### src/rtl/btn_events_if.sv
// Button event bundle: the level inputs that drive the event FSM and
// the registered event outputs that come back from it.
// The repeat pulse is named repeat_p because "repeat" is a reserved word.
interface btn_events_if;
  logic en;
  logic btn;
  logic press;
  logic release_p;
  logic long_press;
  logic repeat_p;
  logic held;

  modport master (
    output en, btn,
    input  press, release_p, long_press, repeat_p, held
  );

  modport slave (
    input  en, btn,
    output press, release_p, long_press, repeat_p, held
  );
endinterface

### src/rtl/btn_events.sv
// Button event generator: converts a debounced button level into press,
// release, long-press and auto-repeat pulses, plus a held level.
// A single counter times both the long-press delay and the repeat period.
module btn_events #(
  parameter int LONG_CYCLES   = 50000000,
  parameter int REPEAT_CYCLES = 10000000
) (
  input  logic         clk,
  input  logic         rst,
  btn_events_if.slave  bus
);

  localparam int MAXC = (LONG_CYCLES > REPEAT_CYCLES) ? LONG_CYCLES : REPEAT_CYCLES;
  localparam int CW   = (MAXC > 2) ? $clog2(MAXC) : 1;
  localparam logic [CW-1:0] LONG_LAST = CW'(LONG_CYCLES - 1);
  localparam logic [CW-1:0] REP_LAST  = CW'(REPEAT_CYCLES - 1);

  typedef enum logic [1:0] {IDLE, PRESSED, LONG} state_t;

  state_t        state, state_n;
  logic [CW-1:0] cnt, cnt_n;
  logic          press_q, release_q, long_q, repeat_q, held_q;
  logic          press_n, release_n, long_n, repeat_n;

  // Next state, counter and pulse decisions; en=0 outranks btn, and a
  // release at a terminal count wins over the long/repeat pulse.
  always_comb begin
    state_n   = state;
    cnt_n     = cnt;
    press_n   = 1'b0;
    release_n = 1'b0;
    long_n    = 1'b0;
    repeat_n  = 1'b0;
    case (state)
      IDLE: begin
        cnt_n = '0;
        if (bus.en && bus.btn) begin
          state_n = PRESSED;
          press_n = 1'b1;
        end
      end
      PRESSED: begin
        if (!bus.en) begin
          state_n = IDLE;
          cnt_n   = '0;
        end else if (!bus.btn) begin
          state_n   = IDLE;
          cnt_n     = '0;
          release_n = 1'b1;
        end else if (cnt == LONG_LAST) begin
          state_n = LONG;
          cnt_n   = '0;
          long_n  = 1'b1;
        end else begin
          cnt_n = cnt + CW'(1);
        end
      end
      LONG: begin
        if (!bus.en) begin
          state_n = IDLE;
          cnt_n   = '0;
        end else if (!bus.btn) begin
          state_n   = IDLE;
          cnt_n     = '0;
          release_n = 1'b1;
        end else if (cnt == REP_LAST) begin
          cnt_n    = '0;
          repeat_n = 1'b1;
        end else begin
          cnt_n = cnt + CW'(1);
        end
      end
      default: begin
        state_n = IDLE;
        cnt_n   = '0;
      end
    endcase
  end

  // State, counter and registered outputs; held tracks the next state so
  // it is high exactly while the registered state is PRESSED or LONG.
  always_ff @(posedge clk) begin
    if (rst) begin
      state     <= IDLE;
      cnt       <= '0;
      press_q   <= 1'b0;
      release_q <= 1'b0;
      long_q    <= 1'b0;
      repeat_q  <= 1'b0;
      held_q    <= 1'b0;
    end else begin
      state     <= state_n;
      cnt       <= cnt_n;
      press_q   <= press_n;
      release_q <= release_n;
      long_q    <= long_n;
      repeat_q  <= repeat_n;
      held_q    <= (state_n != IDLE);
    end
  end

  assign bus.press      = press_q;
  assign bus.release_p  = release_q;
  assign bus.long_press = long_q;
  assign bus.repeat_p   = repeat_q;
  assign bus.held       = held_q;

endmodule

### src/flat_wrapper.sv
// flat-port wrapper written by rule: the top's interface ports become plain ports
module btn_events_flat 
#(
  parameter int LONG_CYCLES   = 50000000,
  parameter int REPEAT_CYCLES = 10000000
)
  (clk, rst, bus_en, bus_btn, bus_press, bus_release_p, bus_long_press, bus_repeat_p, bus_held);
  btn_events_if bus_i ();
  input  logic clk;
  input  logic rst;
  input wire logic [$bits(bus_i.en)-1:0] bus_en;
  input wire logic [$bits(bus_i.btn)-1:0] bus_btn;
  output wire logic [$bits(bus_i.press)-1:0] bus_press;
  output wire logic [$bits(bus_i.release_p)-1:0] bus_release_p;
  output wire logic [$bits(bus_i.long_press)-1:0] bus_long_press;
  output wire logic [$bits(bus_i.repeat_p)-1:0] bus_repeat_p;
  output wire logic [$bits(bus_i.held)-1:0] bus_held;
  assign bus_i.en = bus_en;
  assign bus_i.btn = bus_btn;
  assign bus_press = bus_i.press;
  assign bus_release_p = bus_i.release_p;
  assign bus_long_press = bus_i.long_press;
  assign bus_repeat_p = bus_i.repeat_p;
  assign bus_held = bus_i.held;
  btn_events #(.LONG_CYCLES(LONG_CYCLES), .REPEAT_CYCLES(REPEAT_CYCLES)) u_core (.clk(clk), .rst(rst), .bus(bus_i));
endmodule
### config.mk
export PLATFORM = sky130hd
export DESIGN_NAME = btn_events_flat
export DESIGN_NICKNAME = d
export VERILOG_FILES = /design/src/rtl/btn_events_if.sv /design/src/rtl/btn_events.sv /design/src/flat_wrapper.sv
export SDC_FILE = /design/constraint.sdc
export NUM_CORES = 1
export LEC_CHECK = 0
export ABC_AREA = 1
export CAP_MARGIN = 15
export CORE_UTILIZATION = 55
export CTS_CLUSTER_SIZE = 30
export DETAILED_ROUTE_END_ITERATION = 8
export GPL_ROUTABILITY_DRIVEN = 0
export PLACE_DENSITY = 0.73
export SETUP_SLACK_MARGIN = 0.2
export SLEW_MARGIN = 5
export SYNTH_ARGS = -nofsm -noshare
export SYNTH_HDL_FRONTEND = slang
export SYNTH_SLANG_ARGS = --single-unit
### constraint.sdc
create_clock -name clk -period 1.8 [get_ports clk]
set_input_delay 0.18 -clock clk [delete_from_list [all_inputs] [get_ports clk]]
set_output_delay 0.18 -clock clk [all_outputs]
set_load 0.01 [all_outputs]
==> results.sh <==
export IMPL_share_of_final_layout_standard_cells_stronger_than_drive_strength_1=0.236
export IMPL_layout_common_cells="sky130_fd_sc_hd__nand2_1 (49), sky130_fd_sc_hd__nor2_1 (48), sky130_fd_sc_hd__dfxtp_1 (26)"
export IMPL_worstHoldPathType="primary input to register"
export IMPL_worst_vdd_ir_v=0.000642
export IMPL_layout_area_overhead_vs_synth_pct=24.5
export IMPL_setup_worst_path_end_class="register"
export IMPL_report_final_setup_viol=0
export IMPL_synth_area_leaders="sky130_fd_sc_hd__dfxtp_1 (37%), sky130_fd_sc_hd__nand2_1 (11%), sky130_fd_sc_hd__nor2_1 (11%)"
export IMPL_yosys_area_top_type_share=0.373
export IMPL_route_detailed_drc=0
export IMPL_period_minus_slack_ns=1.62
export IMPL_fp_dieW_um=58.8
export IMPL_htree_num_levels=2
export IMPL_path_class="register to register"
export IMPL_synth_cell_area_um2=1770
export IMPL_grt_antenna_before_repair=0
export IMPL_layout_cells_most_common="sky130_fd_sc_hd__nand2_1"
export IMPL_core_region_area_um2=3050
export IMPL_detail_route_vias_per_cell=5.10
export IMPL_die_y_um=58.8
export IMPL_drt_iter0_drc=132
export IMPL_filler_cell_count=245
export IMPL_cts_path_max_buffers=2
export IMPL_drtAntennaViolNets=0
export IMPL_grt_first_pass_wirelength_um=6620
export IMPL_detailedPlacementHpwl_um=2640
export IMPL_layout_nets=284
export IMPL_seq_area_frac_synth=0.373
export IMPL_fmax_mhz=617
export IMPL_path_max_fanout=6
export IMPL_power_leakage_uw=0.000774
export IMPL_tritoncts_num_sinks=33
export IMPL_worstPathArrival_ns=1.87
export IMPL_netlist_cell_type_count=27
export IMPL_totalNegativeSetupSlack_ns=0
export IMPL_synth_warning_count=0
export IMPL_worst_clock_skew_ns=0.0119
export IMPL_root_buffer="sky130_fd_sc_hd__clkbuf_4"
export IMPL_timing_final_hold_violations=0
export IMPL_mappedNetlistNets=255
export IMPL_placed_cell_area_um2=1900
export IMPL_run_status="finished clean"
export IMPL_worst_skew_pair_late_latency_ns=0.35
export IMPL_globalRouteTotalUtil=0.261
export IMPL_ys_seq_elements=33
export IMPL_rsz_0062_raised_after_global_routing="yes"
export IMPL_use_met2=0.438
export IMPL_dr_total_vias=1633
export IMPL_detail_route_first_pass_iterations=4
export IMPL_cts_clk_slew_worst_paths_ns=0.10
export IMPL_maxSlewHeadroom=0.720
export IMPL_global_route_overflow_total=0
export IMPL_finalCritPeriodShare=0.900
export IMPL_numCtsBuffers=5
export IMPL_setup_worst_path_start_class="register"
export IMPL_groute_layer_met3_usage=0.0659
export IMPL_syn_instance_count=246
export IMPL_busiest_layer="met2"
export IMPL_finish_instance_area_um2=2210
export IMPL_post_synth_cell_area_avg_um2=7.21
export IMPL_drv_max_cap_violation_count=0
export IMPL_placementRows=20
export IMPL_insertedDiodeCount=0
export IMPL_met1_usage=0.322
export IMPL_largest_net_degree_at_the_start_of_global_routing=11
export IMPL_vias_in_the_first_global_route=1468
export IMPL_critical_path_required_ns=2.05
export IMPL_cts_tree="done"
export IMPL_cellPowerDensity_nw_per_um2=627
export IMPL_route_final_wire_length_um=4150
export IMPL_synth_top_area_cell="sky130_fd_sc_hd__dfxtp_1"
export IMPL_io_buffers=8
export IMPL_effective_utilization_at_floorplan=0.581
export IMPL_timing_final_max_slew_violations=0
export IMPL_wl_per_cell_um=13.0
export IMPL_dieArea_um2=3450
export IMPL_ios=9
export IMPL_slew_at_the_pin_with_the_worst_max_slew_slack_ns=0.417
==> layer usage <==
metal | routed length (um) | up-vias
met5 | 0 | -
met1 | 1780 | 740
met3 | 220 | 13
li1 | - | 823
met4 | 113 | 0
met2 | 2030 | 57
==> state kept, by name, indices dropped and copies added (netlist names) <==
register,count
u_core.cnt,26
u_core.state,2
u_core.bus.held,1
u_core.bus.long_press,1
u_core.bus.press,1
u_core.bus.release_p,1
u_core.bus.repeat_p,1
==> path summary, 6_finish.rpt <==
path	start	end	slack, ns	cells after the start
hold reg to reg	u_core.cnt[0]	u_core.cnt[0]	0.53	2
hold / removal	bus_btn	u_core.bus.release_p	0.41	2
setup / recovery	u_core.cnt[1]	u_core.cnt[25]	0.18	10
setup reg to reg	u_core.cnt[1]	u_core.cnt[25]	0.18	10
==> where the power goes <==
part / switching, uW / internal, uW
combinational: 35.5 / 24.0
clock: 257 / 332
sequential: 2.39 / 734
==> logic make-up (layout without fill, tap and decap cells) <==
kind of cell,count (synthesis),after routing,share of synthesized area
flops,33,33,0.373
fa+ha+maj,5,5,0.0353
xor+xnor,21,21,0.104
simple gates,156,159,0.404
compound gates,4,4,0.0134
buf+inv,27,54,0.0706
==> synth_stat cells, drive strengths merged <==
cell and n:
nor2 66, nand3b 1, o21ai 1, a21oi 1
ha 5, nor3b 1, nand2 59, nor3 12
nand3 10, xor2 11, nor4 1, buf 2
and2 1, o21bai 1, a31oi 1, nand4 5
dfxtp 33, inv 25, xnor2 10
==> layout make-up <==
| class | count | area (um^2) | share of cell area |
|---|---|---|---|
| Timing Repair Buffer | 21 | 178 | 0.0805 |
| Inverter | 25 | 93.8 | 0.0425 |
| Clock buffer | 7 | 55.1 | 0.0249 |
| Sequential cell | 33 | 669 | 0.303 |
| Multi-Input combinational cell | 189 | 1130 | 0.510 |
| Tap cell | 44 | 55.1 | 0.0249 |
| Clock inverter | 1 | 30.0 | 0.0136 |
==> worst max-delay path, cell delays in order (launching register included) <==
cell	delay [ns]
sky130_fd_sc_hd__dfxtp_2	0.37
sky130_fd_sc_hd__ha_4	0.15
sky130_fd_sc_hd__nand2_4	0.07
sky130_fd_sc_hd__nor2_4	0.13
sky130_fd_sc_hd__nand2_2	0.10
sky130_fd_sc_hd__nor3_2	0.17
sky130_fd_sc_hd__nand2_1	0.11
sky130_fd_sc_hd__nand2_2	0.13
sky130_fd_sc_hd__nand2_8	0.11
sky130_fd_sc_hd__nand2_4	0.13
sky130_fd_sc_hd__nor2_1	0.05
==> what timing repair did <==
action / 4_1_cts / 5_1_grt
gates cloned: 3 / 0
gates resized for setup: 14 / 16
pin swaps: 7 / 8
setup buffers: 2 / 8
endpoints found under the setup margin: 26 / 29
hold buffers: 0 / 0
==> per-stage QoR <==
| stage | instances | utilization | hold slack (ns) | power, uW | worst slack, ns |
|---|---|---|---|---|---|
| floorplan | 246 | - | 0.252 | 779 | 0.325 |
| global placement | 299 | 0.622 | 0.431 | 797 | 0.147 |
| detailed placement | 299 | 0.622 | 0.439 | 797 | 0.0651 |
| CTS | 312 | 0.685 | 0.420 | 1390 | 0.206 |
| global route | 320 | 0.723 | 0.412 | 1430 | 0.0933 |
| finish | 320 | 0.723 | 0.408 | 1380 | 0.180 |
Note: power is estimated with default switching activity, not from simulation.
